**src/rtl/debug_pkg.sv**
```systemverilog
// -----------------------------------------------------------------------------
// debug_pkg
// Shared constants for the host-side debug loader and its byte assembler:
// data/byte widths, default instruction address width, command byte codes,
// the end-of-program instruction word, and the loader state encoding.
// -----------------------------------------------------------------------------
package debug_pkg;

  localparam int NB_DATA          = 32;
  localparam int NB_BYTE          = 8;
  localparam int NB_IADDR_DEFAULT = 8;

  localparam logic [NB_DATA-1:0] HALT_WORD = 32'hFFFF_FFFF;

  localparam logic [NB_BYTE-1:0] CMD_LOAD = 8'h4C;  // 'L'
  localparam logic [NB_BYTE-1:0] CMD_RUN  = 8'h52;  // 'R'
  localparam logic [NB_BYTE-1:0] CMD_STEP = 8'h53;  // 'S'
  localparam logic [NB_BYTE-1:0] CMD_STOP = 8'h48;  // 'H'

  typedef enum logic [1:0] {
    ST_IDLE = 2'd0,
    ST_LOAD = 2'd1,
    ST_RUN  = 2'd2,
    ST_STEP = 2'd3
  } state_e;

endpackage

```
**src/rtl/byte2word_assembler.sv**
```systemverilog
// -----------------------------------------------------------------------------
// byte2word_assembler
// Packs a stream of bytes into little-endian words (first byte -> [7:0]).
// When the last lane of a word is captured, the completed word is latched
// into a separate output register and o_word_valid pulses for one cycle in
// the following cycle. Because the partial word and the output word are
// distinct registers, a byte arriving during that pulse starts the next word
// without disturbing the one being presented.
//
// Ports:
//   clk          in   clock, rising edge
//   i_rst        in   asynchronous reset, active-high
//   i_clear      in   restart assembly at lane 0 (partial word discarded)
//   i_rx_valid   in   i_rx_data holds a byte to capture
//   i_rx_data    in   byte to capture
//   o_word       out  last completed word (held until the next one)
//   o_word_valid out  one-cycle pulse: o_word was just completed
// -----------------------------------------------------------------------------
module byte2word_assembler
  import debug_pkg::*;
#(
  parameter int W_DATA = NB_DATA,
  parameter int W_BYTE = NB_BYTE
) (
  input  logic              clk,
  input  logic              i_rst,
  input  logic              i_clear,
  input  logic              i_rx_valid,
  input  logic [W_BYTE-1:0] i_rx_data,
  output logic [W_DATA-1:0] o_word,
  output logic              o_word_valid
);

  localparam int                N_LANES = W_DATA / W_BYTE;
  localparam int                NB_CNT  = (N_LANES > 1) ? $clog2(N_LANES) : 1;
  localparam logic [NB_CNT-1:0] LAST    = NB_CNT'(N_LANES - 1);

  logic [NB_CNT-1:0] cnt_q;
  logic [W_DATA-1:0] partial_q, partial_d;
  logic [W_DATA-1:0] word_q;
  logic              word_valid_q;

  // NOTE: every variable written here gets a default first, so no path leaves
  // it unassigned and no latch is inferred.
  always_comb begin
    partial_d = partial_q;
    if (i_rx_valid) begin
      partial_d[int'(cnt_q) * W_BYTE +: W_BYTE] = i_rx_data;
    end
  end

  // NOTE: state registers use non-blocking assignments so every register
  // samples pre-edge values, independent of statement order.
  always_ff @(posedge clk or posedge i_rst) begin
    if (i_rst) begin
      cnt_q        <= '0;
      partial_q    <= '0;
      word_q       <= '0;
      word_valid_q <= 1'b0;
    end else begin
      word_valid_q <= 1'b0;
      if (i_clear) begin
        cnt_q     <= '0;
        partial_q <= '0;
      end else if (i_rx_valid) begin
        partial_q <= partial_d;
        if (cnt_q == LAST) begin
          cnt_q        <= '0;
          word_q       <= partial_d;
          word_valid_q <= 1'b1;
        end else begin
          cnt_q <= cnt_q + 1'b1;
        end
      end
    end
  end

  assign o_word       = word_q;
  assign o_word_valid = word_valid_q;

endmodule

```
**src/rtl/debug_loader.sv**
```systemverilog
// -----------------------------------------------------------------------------
// debug_loader
// Host-side initiator for program load and halt control of the pipeline.
// Decodes one-byte UART commands: 'L' loads little-endian instruction words
// into the IF instruction memory until HALT_WORD is written (or the memory is
// full), 'R' free-runs until the pipeline reports halt or 'H' arrives, and
// 'S' releases the pipeline for exactly one cycle. All outputs are registered.
//
// Ports:
//   clk                 in   clock, rising edge
//   i_rst               in   asynchronous reset, active-high
//   i_rx_valid          in   one-cycle strobe: i_rx_data holds a new byte
//   i_rx_data           in   received byte
//   i_halt_reached      in   pipeline has retired HALT_WORD
//   o_we_IF             out  instruction-memory write strobe
//   o_instruction_data  out  word to write
//   o_instr_addr        out  word index of the current write
//   o_halt              out  pipeline freeze, 1 = frozen
//   o_load_done         out  a HALT_WORD-terminated program is loaded
//   o_busy              out  FSM not in IDLE
//   o_run_done          out  one-cycle pulse: RUN or STEP finished
//   o_error             out  one-cycle pulse: protocol error
// -----------------------------------------------------------------------------
module debug_loader
  import debug_pkg::*;
#(
  parameter int NB_IADDR = NB_IADDR_DEFAULT
) (
  input  logic                clk,
  input  logic                i_rst,
  input  logic                i_rx_valid,
  input  logic [NB_BYTE-1:0]  i_rx_data,
  input  logic                i_halt_reached,
  output logic                o_we_IF,
  output logic [NB_DATA-1:0]  o_instruction_data,
  output logic [NB_IADDR-1:0] o_instr_addr,
  output logic                o_halt,
  output logic                o_load_done,
  output logic                o_busy,
  output logic                o_run_done,
  output logic                o_error
);

  localparam logic [NB_IADDR-1:0] ADDR_LAST = '1;

  state_e              state_q;
  logic [NB_IADDR-1:0] addr_q;
  logic                halt_q, load_done_q, busy_q, run_done_q, error_q;

  logic               asm_clear, asm_valid, word_valid;
  logic [NB_DATA-1:0] word;

  // Bytes only reach the assembler while loading; 'L' restarts it at lane 0.
  assign asm_clear = (state_q == ST_IDLE) && i_rx_valid && (i_rx_data == CMD_LOAD);
  assign asm_valid = (state_q == ST_LOAD) && i_rx_valid;

  byte2word_assembler #(
    .W_DATA (NB_DATA),
    .W_BYTE (NB_BYTE)
  ) u_asm (
    .clk          (clk),
    .i_rst        (i_rst),
    .i_clear      (asm_clear),
    .i_rx_valid   (asm_valid),
    .i_rx_data    (i_rx_data),
    .o_word       (word),
    .o_word_valid (word_valid)
  );

  always_ff @(posedge clk or posedge i_rst) begin
    if (i_rst) begin
      state_q     <= ST_IDLE;
      addr_q      <= '0;
      halt_q      <= 1'b1;
      load_done_q <= 1'b0;
      busy_q      <= 1'b0;
      run_done_q  <= 1'b0;
      error_q     <= 1'b0;
    end else begin
      run_done_q <= 1'b0;
      error_q    <= 1'b0;
      case (state_q)
        ST_IDLE: begin
          if (i_rx_valid) begin
            case (i_rx_data)
              CMD_LOAD: begin
                state_q     <= ST_LOAD;
                busy_q      <= 1'b1;
                addr_q      <= '0;
                load_done_q <= 1'b0;
              end
              CMD_RUN, CMD_STEP: begin
                if (load_done_q) begin
                  state_q <= (i_rx_data == CMD_RUN) ? ST_RUN : ST_STEP;
                  busy_q  <= 1'b1;
                  halt_q  <= 1'b0;
                end else begin
                  error_q <= 1'b1;
                end
              end
              default: error_q <= 1'b1;
            endcase
          end
        end
        ST_LOAD: begin
          // word_valid coincides with o_we_IF; addr_q is still the write address.
          if (word_valid) begin
            addr_q <= addr_q + 1'b1;
            if (word == HALT_WORD) begin
              load_done_q <= 1'b1;
              state_q     <= ST_IDLE;
              busy_q      <= 1'b0;
            end else if (addr_q == ADDR_LAST) begin
              error_q <= 1'b1;
              state_q <= ST_IDLE;
              busy_q  <= 1'b0;
            end
          end
        end
        ST_RUN: begin
          if (i_halt_reached || (i_rx_valid && (i_rx_data == CMD_STOP))) begin
            halt_q     <= 1'b1;
            run_done_q <= 1'b1;
            state_q    <= ST_IDLE;
            busy_q     <= 1'b0;
          end
        end
        ST_STEP: begin
          // The single released cycle is this one; freeze again next cycle.
          halt_q     <= 1'b1;
          run_done_q <= 1'b1;
          state_q    <= ST_IDLE;
          busy_q     <= 1'b0;
        end
        default: begin
          halt_q  <= 1'b1;
          state_q <= ST_IDLE;
          busy_q  <= 1'b0;
        end
      endcase
    end
  end

  assign o_we_IF            = word_valid;
  assign o_instruction_data = word;
  assign o_instr_addr       = addr_q;
  assign o_halt             = halt_q;
  assign o_load_done        = load_done_q;
  assign o_busy             = busy_q;
  assign o_run_done         = run_done_q;
  assign o_error            = error_q;

endmodule

```
**config.mk**
```make
export PLATFORM = sky130hd
export DESIGN_NAME = debug_loader
export DESIGN_NICKNAME = d
export VERILOG_FILES = /design/src/rtl/debug_pkg.sv /design/src/rtl/byte2word_assembler.sv /design/src/rtl/debug_loader.sv
export SDC_FILE = /design/constraint.sdc
export NUM_CORES = 1
export LEC_CHECK = 0
export ABC_CLOCK_PERIOD_IN_PS = 4240
export BUFFER_PORTS_ARGS = -buffer_cell sky130_fd_sc_hd__buf_2
export CAP_MARGIN = 20
export CORE_MARGIN = 3
export CORE_UTILIZATION = 45
export CTS_BUF_LIST = sky130_fd_sc_hd__clkbuf_4 sky130_fd_sc_hd__clkbuf_8
export DETAILED_ROUTE_END_ITERATION = 16
export PLACE_DENSITY = 0.66
export SLEW_MARGIN = 20
export SYNTH_ARGS = -nofsm -noshare
export SYNTH_HDL_FRONTEND = slang
export SYNTH_SLANG_ARGS = --single-unit
export TNS_END_PERCENT = 30
```
**constraint.sdc**
```tcl
create_clock -name clk -period 4.24 [get_ports clk]
set_clock_uncertainty 0.15 [all_clocks]
set_input_delay 0.424 -clock clk [delete_from_list [all_inputs] [get_ports clk]]
set_output_delay 0.424 -clock clk [all_outputs]
set_load 0.05 [all_outputs]
```
; Word-level counts from Yosys, hierarchy flattened
; Cells that the tools add are included.
[word_totals]
ff_bits = 82
latch_bits = 0
mem_bits_rw = 0
rom_bits = 0
inputBits = 12
output_inout_bits = 46
memories = 0
[op_classes]
addsub = 3
multipliers = 0
div = 0
magnitude_cmp = 0
eq_ne = 20
shift = 2
muxes = 49
n_bitwise = 1
n_reduce_logical = 15
[op_table]
columns = op, n
row1 = two-way mux 32 bit, 2
row2 = negator 5 -> 33 bit, 1
row3 = "variable shift 8 x 33 -> 32 bit, first input constant", 1
row4 = indexed part select 8 x 33 -> 32 bit, 1
row5 = bitwise mux 32 bit, 1
row6 = "== test 32 bit, second input constant", 1
row7 = "== test 8 x 7 -> 1 bit, second input constant", 4
row8 = two-way mux 1 bit, 24
row9 = two-way mux 8 bit, 3
row10 = two-way mux 2 bit, 9
row11 = case mux 8 bit (2 select lines), 1
row12 = case mux 1 bit (2 select lines), 5
row13 = AND reduction 5 bit, 2
row14 = "adder 8 x 1 -> 8 bit, second input constant", 1
row15 = "== test 8 bit, second input constant", 1
row16 = "!= test 2 x 1 -> 1 bit, second input constant", 4
row17 = case mux 2 bit (4 select lines), 1
row18 = "== test 2 bit, second input constant", 3
row19 = "!= test 2 bit, second input constant", 3
row20 = "!= test 3 x 1 -> 1 bit, second input constant", 2
row21 = AND reduction 6 bit, 1
row22 = logical AND 1 bit, 4
row23 = case mux 1 bit (4 select lines), 1
row24 = case mux 2 bit (2 select lines), 1
row25 = 12 further kinds, 13

; Logic depth before layout (Yosys ltp)
; Gate-level depths: netlist (run 1).
[depth]
word_depth = 6
depth_mapped = 8
ltp_nobuf = 6

; Cells and area by module
; Synthesis (run 1) repeated with hierarchy kept, for this count alone.
[hier_totals]
hier_cells = 418
area_unflattened_um2 = 4146.5
[by_module_without_submodules]
columns = module, n_inst, cells_per_inst, area_each_um2
row1 = byte2word_assembler, 1, 319, 3211.8
row2 = debug_loader, 1, 99, 934.6

; Worst setup path before layout (run 1)
; OpenSTA, ideal clock, no wires.
[synth_timing]
kind = reg2reg
startpoint = register u_asm.cnt_q[0]
endpoint = register u_asm.partial_q[31]
setup_time_ns = 0.072
arrival_time_ns = 1.976
t_required_ns = 4.018
slack_ns = 2.042
path_stages_with_launch = 9
n_path_buf = 2
synth_period_minus_slack_ns = 2.198
cell_sequence = dfrtp_1 > inv_1 > ha_1 > nor4bb_1 > clkbuf_1 > and2_1 > clkbuf_1 > a22oi_1 > nor2_1
[synth_between]
elab_chain_cells = 5
elab_cells_between_ends = 6
[synth_rtl]
columns = element, line
row1 = start: declaration, byte2word_assembler.sv:38  ; logic [NB_CNT-1:0] cnt_q;
row2 = start signal: assignment, byte2word_assembler.sv:72  ; cnt_q <= cnt_q + 1'b1;
row3 = negator 5 -> 33 bit (*), byte2word_assembler.sv:48  ; partial_d[int'(cnt_q) * W_BYTE +: W_BYTE] = i_rx_data;
row4 = indexed part select 8 x 33 -> 32 bit / variable shift 8 x 33 -> 32 bit (equally long branches), byte2word_assembler.sv:48
row5 = bitwise mux 32 bit (*), byte2word_assembler.sv:48
row6 = two-way mux 32 bit (*), byte2word_assembler.sv:65  ; end else if (i_rx_valid) begin
row7 = two-way mux 32 bit (*), byte2word_assembler.sv:62  ; if (i_clear) begin
row8 = end signal: assignment, byte2word_assembler.sv:66  ; partial_q <= partial_d;
row9 = end: declaration, byte2word_assembler.sv:39  ; logic [W_DATA-1:0] partial_q, partial_d;
; Every way passes the cells marked *; elsewhere a longest branch is shown, timed or not. The select of a mux whose other input is x is not followed.
; A chain may end at the register's enable or synchronous reset.

; Worst setup path after layout (run 1)
[layout_timing]
startpoint = register state_q[0]
endpoint = register u_asm.partial_q[28]
[layout_between]
elab_chain_cells = 4
elab_cells_between_ends = 7
[layout_rtl]
columns = element, line
row1 = start: declaration, debug_loader.sv:46  ; state_e state_q;
row2 = start signal: assignment, debug_loader.sv:94  ; state_q <= (i_rx_data == CMD_RUN) ? ST_RUN : ST_STEP;
row3 = logical NOT 2 bit, debug_loader.sv:54  ; assign asm_clear = (state_q == ST_IDLE) && i_rx_valid && (i_rx_data == CMD_LOAD);
row4 = logical AND 1 bit (2 in series), debug_loader.sv:54
row5 = two-way mux 32 bit / nonzero test 2 bit (equally long branches), --
; Parallel ways exist; a longest one is shown, timed or not.

==> implementation parameters, run 1 <==
Parameter                              Value

Status
  Status    finished clean

Critical path
  Capture instance of the worst register-to-register path    u_asm.partial_q[28]$_DFFE_PP0P_
  End point of the critical path    u_asm.partial_q[28]$_DFFE_PP0P_
  Launching instance or port of the critical path    state_q[0]$_DFFE_PP0P_
  Required time of the critical path    4.33 ns
  Register-to-Register Path Depth    4
  Cells traversed along the worst timing path    nor3b_2, and4_1, a21oi_1, a22o_1
  Highest-delay cell along the critical path    sky130_fd_sc_hd__and4_1
  Slack of the worst reg-to-reg path    1.78 ns
  Delay of the slowest critical-path stage    0.72 ns
  Instance count on the critical path    4
  Kind of launch point of the worst setup path    register
  Start-to-end type of the worst setup path    register to register
  Critical Path Sink Type    register
  Arrival time of data at the critical path endpoint    2.56 ns
  Worst flop-to-flop path startpoint    state_q[0]$_DFFE_PP0P_
  Critical path fanouts, max    18
  CP delay by family, top    simple AND/OR/NAND/NOR gates
  Number of buffers and inverters on the critical path    0

Clocking
  Clock Tree Root    sky130_fd_sc_hd__clkbuf_8
  Clock network latency to the later pin of the worst-skew pair    0.36 ns
  Clock net sink count    82
  # H-tree levels    3
  Clock slew at the register clock pins of the worst setup and hold paths    0.09 ns
  Number of buffers created by CTS    9
  Post-CTS setup buffer count    0
  TritonCTS clock tree    built
  Buffers from clock root to sink, at most    2

Final layout
  Net count, final    475
  Antenna diode count    0
  Share of cells above drive strength 1    18.87%
  Post-route core utilization    53.34%
  Layout area overhead    12.78%

Routing
  First-pass iteration count of the detailed router    4
  Via density per instance    5.491
  Residual antenna-violating net count after detailed routing    0
  Number of DRC markers after the initial detailed-route iteration    127
  Final Routed Wirelength    9.390 mm
  Wirelength per Cell    16.59 um
  Number of vias in the routed layout    3108
  Number of remaining DRC errors    0

Power and ir drop
  Power Density    754.4 mW/mm^2
  Leakage    2.087 nW
  Switching power summed over all nets    1.607 mW
  Int Pwr    1.766 mW
  Clock share of power    15.5%
  Proportion of power drawn by combinational gates    45.4%
  Max VDD drop    0.0004799 V
  Sequential Power Share    39.1%
  Switching part of the total power    47.65%

Floorplan
  # IOs    58
  Core Footprint    0.008382 mm^2
  Die span in y    99.86 um
  Number of rows created at floorplan    33
  Overall die width    99.86 um
  Full die area    0.009971 mm^2
  Starting utilization of the core area    47.29%

Synth
  Register bit count reported by yosys    82
  Sequential cell area fraction in the yosys report    51.80%
  Share of Yosys cell area claimed by the top area cell type    51.14%
  Mapped cell area    0.003964 mm^2
  Leading cell types by total area after synthesis    sky130_fd_sc_hd__dfrtp_1, sky130_fd_sc_hd__nor2b_1, sky130_fd_sc_hd__a21oi_1, sky130_fd_sc_hd__nand2_1, sky130_fd_sc_hd__o21ai_0
  Synthesized netlist net count    430
  Synth warnings    0
  Post-synthesis cell count    411
  Top post-synthesis cells by count    sky130_fd_sc_hd__dfrtp_1, sky130_fd_sc_hd__nand2_1, sky130_fd_sc_hd__a21oi_1
  Library cell occupying the most area in the post-synthesis netlist    sky130_fd_sc_hd__dfrtp_1
  Most used flip-flop cell after synthesis    sky130_fd_sc_hd__dfrtp_1
  Share of synthesized registers carrying an async set or reset    100.0%
  EDFF count, synth    0
  Mean Syn Cell Area    9.644 um^2
  Count leader, synth    sky130_fd_sc_hd__dfrtp_1
  Number of different library cells in the post-synthesis netlist    48

Global routing
  Vias in the first global route    2980
  First-pass GRT wire length    15.49 mm
  Aggregate global-route resource usage    19.86%
  Antenna violations before repair    0
  Total overflow reported by the global router    0
  Maximum number of pins on one net before global-route repair    66

Worst hold path
  Hold/Removal Path Class    primary input to register

Timing
  Total count of max-transition violations in the final report    0
  Highest Clock Rate    405.7 MHz
  Tightest Pin Transition    0.9953 ns
  Setup repair after global routing missed its margin    no
  Fin Setup TNS    0 ns
  Number of setup violations in the final report    0
  Time the final worst path needs with I/O delays and setup    2.465 ns
  Worst-case headroom to the max-slew limit    33.41%
  Number of failing hold endpoints at the final stage    0
  Period Utilization, post-route    58.13%

Place
  Routability congestion estimate    0.8335
  Hpwl dp    6.436 mm
  Count of input and output buffers    57

Flow run
  MaxCap Viol Count    0
## registers in the layout, summed over array words and instances (netlist names)
register            cells
o_busy                  1
state_q                 2
u_asm.partial_q        32
o_instr_addr            8
u_asm.o_word_valid      1
o_halt                  1
u_asm.cnt_q             2
o_run_done              1
o_load_done             1
o_error                 1
u_asm.o_word           32
## layer usage
layer	vias up	part of all wire (%)	track usage [%]
li1	1538	-	-
met1	1483	49	28.55
met2	75	45	29.91
met3	12	4.2	4.031
met4	0	1.5	7.038
met5	-	0	0
## timing repair
item,in CTS,in global routing
hold buffers,1,0
gates resized for setup,0,0
hold endpoints to repair,28,0
## through the flow
stage / cell area, um^2 / worst slack, ns / std cells / hold slack (ns) / total power [mW]
4_1_cts: 4471 / 1.763 / 566 / 0.2729 / 3.400
2_1_floorplan: 3964 / 1.559 / 411 / 0.3084 / 2.489
3_5_place_dp: 4277 / 1.634 / 549 / 0.3203 / 2.868
5_1_grt: 4471 / 1.474 / 566 / 0.3043 / 3.600
6_report: 4471 / 1.775 / 566 / 0.2887 / 3.373
3_3_place_gp: 4277 / 1.721 / 549 / 0.3196 / 2.843
## cell families after synthesis
group,Yosys count,share of synthesized area (%)
DFF,82,51.80
adders and majority gates,7,2.209
AOI/OAI and AO/OA,125,19.85
and+or+nand+nor,158,21.40
xor gates and xnor gates,1,0.2210
buffers and inverters,38,4.514
## final cells by class
cell class,instances,area (um^2)
Clock buffer,11,145.1
Sequential cell,82,2053
Clock inverter,5,38.79
Fill cell,795,3911
Inverter,9,35.03
Timing Repair Buffer,63,332.8
Multi-Input combinational cell,291,1734
Tap cell,105,131.4
## power by group through the flow
stage | logic (mW) | registers, mW | clock network, mW
6_report | 1.53 | 1.32 | 0.524
5_1_grt | 1.66 | 1.36 | 0.573
3_5_place_dp | 1.54 | 1.33 | 0
2_1_floorplan | 0.625 | 1.86 | 0
4_1_cts | 1.54 | 1.32 | 0.542
3_3_place_gp | 1.52 | 1.32 | 0
## cell usage in the layout, fill, tap and decap left out, types with 2 or more instances in the layout
cell type	count
sky130_fd_sc_hd__and3b_1	2
sky130_fd_sc_hd__nor3_1	3
sky130_fd_sc_hd__a22o_1	7
sky130_fd_sc_hd__ha_1	7
sky130_fd_sc_hd__o21ai_1	3
sky130_fd_sc_hd__o21ai_0	36
sky130_fd_sc_hd__nand2b_1	2
sky130_fd_sc_hd__nor4bb_1	4
sky130_fd_sc_hd__a21oi_1	40
sky130_fd_sc_hd__inv_1	8
sky130_fd_sc_hd__clkbuf_8	10
sky130_fd_sc_hd__nand4_1	9
sky130_fd_sc_hd__dfrtp_1	81
sky130_fd_sc_hd__nand3b_1	3
sky130_fd_sc_hd__buf_4	5
sky130_fd_sc_hd__and2_1	6
sky130_fd_sc_hd__buf_2	57
sky130_fd_sc_hd__o31ai_1	2
sky130_fd_sc_hd__a22oi_1	24
sky130_fd_sc_hd__nand3_1	6
sky130_fd_sc_hd__clkinvlp_4	4
sky130_fd_sc_hd__nand2_1	49
sky130_fd_sc_hd__nor2_1	28
sky130_fd_sc_hd__nor2b_1	33
sky130_fd_sc_hd__a32o_1	2
sky130_fd_sc_hd__nor4_1	3
## worst min path at each step
| stage | start | to | slack (ns) | cells past startpoint |
|---|---|---|---|---|
| floorplan | u_asm.partial_q[24]$_DFFE_PP0P_ | u_asm.partial_q[24]$_DFFE_PP0P_ | 0.31 | 1 |
| global placement | o_halt$_DFFE_PP1P_ | o_halt$_DFFE_PP1P_ | 0.32 | 2 |
| detailed placement | o_halt$_DFFE_PP1P_ | o_halt$_DFFE_PP1P_ | 0.32 | 2 |
| CTS | i_rx_valid | o_halt$_DFFE_PP1P_ | 0.27 | 4 |
| global route | i_rx_valid | o_halt$_DFFE_PP1P_ | 0.30 | 4 |
| finish | i_rx_valid | o_halt$_DFFE_PP1P_ | 0.29 | 4 |
## tightest hold or removal path: cells and delay by family
family                 cells  cell delay, ns
buffers and inverters      1            0.13
AO/OA/AOI/OAI              1            0.07
AND/OR/NAND/NOR            2            0.14
No activity file was read; power rests on OpenSTA's default activity.
==> inputs of run 2 (changes only) <==
--- a/config.mk
+++ b/config.mk
@@ -5,14 +5,14 @@
 export SDC_FILE = /design/constraint.sdc
 export NUM_CORES = 1
 export LEC_CHECK = 0
-export ABC_CLOCK_PERIOD_IN_PS = 4240
+export ABC_CLOCK_PERIOD_IN_PS = 2200
 export BUFFER_PORTS_ARGS = -buffer_cell sky130_fd_sc_hd__buf_2
 export CAP_MARGIN = 20
 export CORE_MARGIN = 3
 export CORE_UTILIZATION = 45
 export CTS_BUF_LIST = sky130_fd_sc_hd__clkbuf_4 sky130_fd_sc_hd__clkbuf_8
 export DETAILED_ROUTE_END_ITERATION = 16
-export PLACE_DENSITY = 0.66
+export PLACE_DENSITY = 0.69
 export SLEW_MARGIN = 20
 export SYNTH_ARGS = -nofsm -noshare
 export SYNTH_HDL_FRONTEND = slang
==> constraint.sdc (replaced) <==
create_clock -name clk -period 2.2 [get_ports clk]
set_clock_uncertainty 0.15 [all_clocks]
set_input_delay 0.22 -clock clk [delete_from_list [all_inputs] [get_ports clk]]
set_output_delay 0.22 -clock clk [all_outputs]
set_load 0.05 [all_outputs]
==> run 2 against run 1 <==
Sequential share of layout area decreased by 2.1 points. Setup slack got worse by 1.6 ns. Via count rose by 4.3%. Critical path depth up 2. Final cell count rose by 3.4%. Non-clock buffer count grew 19. Critical path type unchanged.
==> implementation parameters, run 2 (synthesis gave the netlist of run 1 again) <==
Parameter                              Value

Timing
  Fin Setup TNS    0 ns (unchanged)
  Number of setup violations in the final report    0 (unchanged)
  Period Utilization, post-route    93.03% (was 58.13%)
  Time the final worst path needs with I/O delays and setup    2.047 ns (was 2.465 ns)
  Highest Clock Rate    488.6 MHz (was 405.7 MHz)
  Tightest Pin Transition    0.5398 ns (was 0.9953 ns)
  Worst-case headroom to the max-slew limit    63.08% (was 33.41%)
  Total count of max-transition violations in the final report    0 (unchanged)
  Hold WS    0.07277 ns (was 0.2887 ns)
  Setup repair after global routing missed its margin    no (unchanged)
  Number of failing hold endpoints at the final stage    0 (unchanged)

Status
  Status    finished clean (unchanged)

Routing
  Number of DRC markers after the initial detailed-route iteration    195 (was 127)
  Final Routed Wirelength    9.599 mm (was 9.390 mm)
  Number of vias in the routed layout    3243 (was 3108)
  Via density per instance    5.544 (was 5.491)
  Residual antenna-violating net count after detailed routing    0 (unchanged)
  First-pass iteration count of the detailed router    5 (was 4)
  Number of remaining DRC errors    0 (unchanged)
  Wirelength per Cell    16.41 um (was 16.59 um)

Worst hold path
  Hold/Removal Path Class    primary input to register (unchanged)

Power and ir drop
  Leakage    2.221 nW (was 2.087 nW)
  Overall power after layout    6.830 mW (was 3.373 mW)
  Power Density    1458 mW/mm^2 (was 754.4 mW/mm^2)
  Max VDD drop    0.0007022 V (was 0.0004799 V)

Critical path
  Critical path fanouts, max    8 (was 18)
  Cells traversed along the worst timing path    inv_1, ha_1, nor4bb_1, and2_2, a22oi_1, nor2_1 (was nor3b_2, and4_1, a21oi_1, a22o_1)
  Required time of the critical path    2.34 ns (was 4.33 ns)
  Arrival time of data at the critical path endpoint    2.18 ns (was 2.56 ns)
  Delay of the slowest critical-path stage    0.43 ns (was 0.72 ns)
  Start-to-end type of the worst setup path    register to register (unchanged)
  Critical Path Sink Type    register (unchanged)
  Highest-delay cell along the critical path    sky130_fd_sc_hd__dfrtp_1 (was sky130_fd_sc_hd__and4_1)
  Kind of launch point of the worst setup path    register (unchanged)

Floorplan
  Core Footprint    0.008382 mm^2 (unchanged)
  Full die area    0.009971 mm^2 (unchanged)
  Number of rows created at floorplan    33 (unchanged)
  Overall die width    99.86 um (unchanged)
  # IOs    58 (unchanged)
  Starting utilization of the core area    47.29% (unchanged)
  Die span in y    99.86 um (unchanged)

Final layout
  Antenna diode count    0 (unchanged)
  Sequential cell area    0.002053 mm^2 (unchanged)
  Share of cells above drive strength 1    22.50% (was 18.87%)
  Fill cells    772 (was 795)
  Net count, final    494 (was 475)
  Top library cells by usage in the layout, fill and taps aside    sky130_fd_sc_hd__dfrtp_1, sky130_fd_sc_hd__buf_2, sky130_fd_sc_hd__nand2_1 (unchanged)
  Total area of multi-input combinational cells    0.001737 mm^2 (was 0.001734 mm^2)
  Post-route non-filler standard cell count    585 (was 566)
  Leading cell type in the layout, fill and taps excluded    sky130_fd_sc_hd__dfrtp_1 (unchanged)
  Layout area overhead    18.18% (was 12.78%)
  Post-route core utilization    55.89% (was 53.34%)

Clocking
  Buffers from clock root to sink, at most    2 (unchanged)
  TritonCTS clock tree    built (unchanged)
  # H-tree levels    3 (unchanged)
  Clock network latency to the later pin of the worst-skew pair    0.35 ns (was 0.36 ns)
  Number of buffers created by CTS    9 (unchanged)
  Clock net sink count    82 (unchanged)
  Clock slew at the register clock pins of the worst setup and hold paths    0.08 ns (was 0.09 ns)
  Post-CTS setup buffer count    0 (unchanged)
  Clock Tree Root    sky130_fd_sc_hd__clkbuf_8 (unchanged)

Global routing
  Vias in the first global route    3138 (was 2980)
  Aggregate global-route resource usage    20.08% (was 19.86%)
  Total overflow reported by the global router    0 (unchanged)
  Antenna violations before repair    0 (unchanged)
  Maximum number of pins on one net before global-route repair    83 (was 66)
  First-pass GRT wire length    15.92 mm (was 15.49 mm)

Place
  Routability congestion estimate    0.8156 (was 0.8335)
  Total instance count after detailed placement    568 (was 549)
  Hpwl dp    6.608 mm (was 6.436 mm)
  Count of input and output buffers    57 (unchanged)

Flow run
  MaxCap Viol Count    0 (unchanged)
## run 2: changes by cell type in the layout (fill, tap and decap cells not counted), sizes merged
cell	before	now
buf	62	81
clkinvlp	4	1
bufinv	0	2
clkinv	1	3
inv	9	8
## run 2: cell type report
type	instances	area share, %
clock buffer	11	3.232
sequential	82	43.83
multi-input combinational	291	37.07
timing repair buffer	82	10.42
tap	105	2.804
clock inverter	5	1.843
inverter	9	0.8013
## run 2: what timing repair did
| item | 4_1_cts | 5_1_grt |
|---|---|---|
| gates resized for setup | 0 | 2 |
| hold buffers | 1 | 0 |
| hold endpoints to repair | 81 | 0 |
| setup endpoints to repair | 0 | 14 |
## run 2: power breakdown
group / total [mW] / internal [mW] / switching [mW] / leakage, nW
registers: 2.53 / 2.10 / 0.433 / 1.08
logic: 3.04 / 0.913 / 2.12 / 1.02
clock network: 1.26 / 0.707 / 0.555 / 0.120
## run 2: critical path: cells and delay by family, from the launching register on
kind                       cells  cell delay [ns]
AOI/OAI and AO/OA              1             0.12
buffers and inverters          1             0.10
DFF                            1             0.43
and+or+nand+nor                3             0.83
adders and majority gates      1             0.34
## run 2: metal layers
layer	share of wire [%]	track usage (%)
met1	47	28.91
met2	47	31.35
met3	4.1	2.780
met4	1.2	6.723
met5	0	0
## run 2: path summary, 6_finish.rpt
path                       cells past startpoint  slack, ns                        from                             end
min reg2reg                                    2       0.34          o_halt$_DFFE_PP1P_              o_halt$_DFFE_PP1P_
min in group asynchronous                      4       0.36                       i_rst    u_asm.o_word[17]$_DFFE_PP0P_
min                                            4       0.07                  i_rx_valid              o_halt$_DFFE_PP1P_
max in group asynchronous                      4       1.18                       i_rst     o_instr_addr[5]$_DFFE_PP0P_
max reg2reg                                    6       0.15  u_asm.cnt_q[1]$_DFFE_PP0P_  u_asm.partial_q[2]$_DFFE_PP0P_
max                                            6       0.15  u_asm.cnt_q[1]$_DFFE_PP0P_  u_asm.partial_q[2]$_DFFE_PP0P_
## run 2: per-stage QoR
step           instance area, um^2  setup WS [ns]
6_report                      4684         0.1534
5_1_grt                       4684        0.02099
4_1_cts                       4682         0.1014
3_5_place_dp                  4434         0.1180
3_3_place_gp                  4434         0.2347
2_1_floorplan                 3968       0.001637
==> inputs of run 3 (changes only) <==
--- a/config.mk
+++ b/config.mk
@@ -5,14 +5,14 @@
 export SDC_FILE = /design/constraint.sdc
 export NUM_CORES = 1
 export LEC_CHECK = 0
-export ABC_CLOCK_PERIOD_IN_PS = 2200
+export ABC_CLOCK_PERIOD_IN_PS = 1700
 export BUFFER_PORTS_ARGS = -buffer_cell sky130_fd_sc_hd__buf_2
 export CAP_MARGIN = 20
 export CORE_MARGIN = 3
 export CORE_UTILIZATION = 45
 export CTS_BUF_LIST = sky130_fd_sc_hd__clkbuf_4 sky130_fd_sc_hd__clkbuf_8
 export DETAILED_ROUTE_END_ITERATION = 16
-export PLACE_DENSITY = 0.69
+export PLACE_DENSITY = 0.68
 export SLEW_MARGIN = 20
 export SYNTH_ARGS = -nofsm -noshare
 export SYNTH_HDL_FRONTEND = slang
==> constraint.sdc (replaced) <==
create_clock -name clk -period 1.7 [get_ports clk]
set_clock_uncertainty 0.15 [all_clocks]
set_input_delay 0.17 -clock clk [delete_from_list [all_inputs] [get_ports clk]]
set_output_delay 0.17 -clock clk [all_outputs]
set_load 0.05 [all_outputs]
==> run 3 against run 2 <==
The run now ends with negative setup slack left. Maximum frequency rose by 18%. Critical path depth rose by 1. Wire length rose by 5.5%. Final cell count rose by 4.1%. Register-to-register slack got worse by 0.19 ns. Largest power group unchanged. Clock power rose by 7%.
==> implementation parameters, run 3 (synthesis gave the netlist of run 1 again) <==
Parameter                              Value

Critical path
  Launching instance or port of the critical path    u_asm.cnt_q[0]$_DFFE_PP0P_ (was u_asm.cnt_q[1]$_DFFE_PP0P_)
  Critical Path Sink Type    register (unchanged)
  Register-to-Register Path Depth    7 (was 6)
  Slack of the worst reg-to-reg path    -0.04 ns (was 0.15 ns)
  Required time of the critical path    1.84 ns (was 2.34 ns)
  Capture instance of the worst register-to-register path    u_asm.partial_q[11]$_DFFE_PP0P_ (was u_asm.partial_q[2]$_DFFE_PP0P_)
  Start-to-end type of the worst setup path    register to register (unchanged)
  Critical path fanouts, max    8 (unchanged)
  Kind of launch point of the worst setup path    register (unchanged)
  Worst flop-to-flop path startpoint    u_asm.cnt_q[0]$_DFFE_PP0P_ (was u_asm.cnt_q[1]$_DFFE_PP0P_)
  Arrival time of data at the critical path endpoint    1.88 ns (was 2.18 ns)

Clocking
  TritonCTS clock tree    built (unchanged)
  Clock network latency to the later pin of the worst-skew pair    0.35 ns (about the same)
  Number of buffers created by CTS    9 (unchanged)
  Clock net sink count    82 (unchanged)
  Clock Tree Root    sky130_fd_sc_hd__clkbuf_8 (unchanged)
  Clock slew at the register clock pins of the worst setup and hold paths    0.08 ns (about the same)
  # H-tree levels    3 (unchanged)
  Buffers from clock root to sink, at most    2 (unchanged)

Routing
  Residual antenna-violating net count after detailed routing    0 (unchanged)
  Number of remaining DRC errors    0 (unchanged)
  Number of vias in the routed layout    3389 (was 3243)
  Final Routed Wirelength    10.12 mm (was 9.599 mm)
  First-pass iteration count of the detailed router    4 (was 5)
  Number of DRC markers after the initial detailed-route iteration    226 (was 195)
  Via density per instance    5.565 (was 5.544)
  Wirelength per Cell    16.62 um (was 16.41 um)

Timing
  Period Utilization, post-route    102.3% (was 93.03%)
  Worst-case headroom to the max-slew limit    74.06% (was 63.08%)
  Number of setup violations in the final report    18 (was 0)
  Fin Setup TNS    -0.4062 ns (was 0 ns)
  Tightest Pin Transition    0.3887 ns (was 0.5398 ns)
  Number of failing hold endpoints at the final stage    0 (unchanged)
  Total count of max-transition violations in the final report    0 (unchanged)
  Time the final worst path needs with I/O delays and setup    1.739 ns (was 2.047 ns)
  Highest Clock Rate    575.0 MHz (was 488.6 MHz)
  Minimum setup slack in the final design    -0.03914 ns (was 0.1534 ns)
  Setup repair after global routing missed its margin    yes (was no)

Final layout
  Net count, final    520 (was 494)
  Finished Cell Area    0.005091 mm^2 (was 0.004684 mm^2)
  Antenna diode count    0 (unchanged)
  Leading cell type in the layout, fill and taps excluded    sky130_fd_sc_hd__dfrtp_1 (unchanged)
  Share of cells above drive strength 1    33.73% (was 22.50%)
  Top library cells by usage in the layout, fill and taps aside    sky130_fd_sc_hd__dfrtp_1, sky130_fd_sc_hd__buf_2, sky130_fd_sc_hd__nand2_1 (unchanged)
  Layout area overhead    28.44% (was 18.18%)
  Post-route non-filler standard cell count    609 (was 585)

Worst hold path
  Min-Delay Path Depth    4 (unchanged)
  Startpoint of the lowest-slack hold path    i_rx_valid (unchanged)
  Hold/Removal Path Class    primary input to register (unchanged)
  Endpoint of the worst hold path    o_halt$_DFFE_PP1P_ (unchanged)

Floorplan
  Starting utilization of the core area    47.29% (unchanged)
  # IOs    58 (unchanged)
  Die span in y    99.86 um (unchanged)
  Overall die width    99.86 um (unchanged)
  Full die area    0.009971 mm^2 (unchanged)
  Number of rows created at floorplan    33 (unchanged)
  Core Footprint    0.008382 mm^2 (unchanged)

Power and ir drop
  Overall power after layout    9.288 mW (was 6.830 mW)
  Leakage    2.368 nW (was 2.221 nW)
  Int Pwr    5.021 mW (was 3.720 mW)
  Switching part of the total power    45.94% (was 45.54%)
  Proportion of power drawn by combinational gates    50.4% (was 44.4%)
  Sequential Power Share    35.1% (was 37.1%)
  Power Density    1824 mW/mm^2 (was 1458 mW/mm^2)
  Switching power summed over all nets    4.267 mW (was 3.111 mW)
  Clock share of power    14.5% (was 18.5%)
  Max VDD drop    0.0009661 V (was 0.0007022 V)

Place
  Routability congestion estimate    0.7974 (was 0.8156)
  Count of input and output buffers    57 (unchanged)
  Total instance count after detailed placement    592 (was 568)
  Placed cell area    0.004652 mm^2 (was 0.004434 mm^2)
  Hpwl dp    7.005 mm (was 6.608 mm)

Status
  Status    complete, but fails checks (was finished clean)
  Violations in the final reports    negative setup slack

Global routing
  Maximum number of pins on one net before global-route repair    56 (was 83)
  Aggregate global-route resource usage    21.71% (was 20.08%)
  Total overflow reported by the global router    0 (unchanged)
  Antenna violations before repair    0 (unchanged)
  First-pass GRT wire length    17.33 mm (was 15.92 mm)
  Vias in the first global route    3411 (was 3138)

Flow run
  MaxCap Viol Count    0 (unchanged)
-- run 3: what timing repair did --
action                                 CTS  global route
pin swaps                               21             8
endpoints found under the hold margin   82             0
resized for setup                       58            18
setup endpoints to repair               67            73
buffers inserted                         2             0
hold buffers                             1             0
-- run 3: per-layer routing --
layer / up-vias / track usage [%] / share of wire (%)
li1: 1625 / - / -
met1: 1636 / 29.78 / 45
met2: 111 / 34.58 / 48
met3: 17 / 5.142 / 5.6
met4: 0 / 5.987 / 1.6
met5: - / 0 / 0
-- run 3: worst max path at each step --
stage | endpoint | slack, ns
final | u_asm.partial_q[11]$_DFFE_PP0P_ | -0.04
after global routing | u_asm.o_word[6]$_DFFE_PP0P_ | -0.14
after CTS | u_asm.partial_q[19]$_DFFE_PP0P_ | -0.04
after detailed placement | u_asm.partial_q[19]$_DFFE_PP0P_ | -0.28
after global placement | o_error$_DFF_PP0_ | -0.25
after floorplan | u_asm.partial_q[31]$_DFFE_PP0P_ | -0.50
-- run 3: power groups by stage --
| stage | clock (mW) | sequential (mW) | combinational (mW) |
|---|---|---|---|
| after CTS | 1.38 | 3.25 | 4.66 |
| final | 1.35 | 3.26 | 4.68 |
| after floorplan | 0 | 4.65 | 1.56 |
| after global routing | 1.47 | 3.37 | 5.06 |
| after global placement | 0 | 3.19 | 4.15 |
| after detailed placement | 0 | 3.24 | 4.23 |
-- run 3: area by class of cell --
type                            count  area (um^2)
Timing Repair Buffer              108        735.7
Sequential cell                    82         2053
Multi-Input combinational cell    291         1957
Fill cell                         740         3291
Clock inverter                      4        45.04
Clock buffer                       10        131.4
Inverter                            9        37.54
Tap cell                          105        131.4
-- run 3: worst max-delay path, cell delays in order (launching register included) --
cell and delay, ns:
sky130_fd_sc_hd__dfrtp_1 0.39, sky130_fd_sc_hd__inv_2 0.07, sky130_fd_sc_hd__buf_6 0.13, sky130_fd_sc_hd__ha_4 0.18, sky130_fd_sc_hd__and4b_1 0.30, sky130_fd_sc_hd__and2_4 0.25
sky130_fd_sc_hd__a22oi_2 0.10, sky130_fd_sc_hd__nor2_1 0.10
-- run 3: stage by stage --
stage                     utilization (%)  setup slack (ns)  hold slack (ns)
after floorplan                         -           -0.4984           0.2073
after global placement              55.50           -0.2496         0.003986
after detailed placement            55.50           -0.2771         0.008812
after CTS                           60.46          -0.03679         0.008446
after global routing                60.74           -0.1435          0.02878
final                               60.74          -0.03914          0.01651
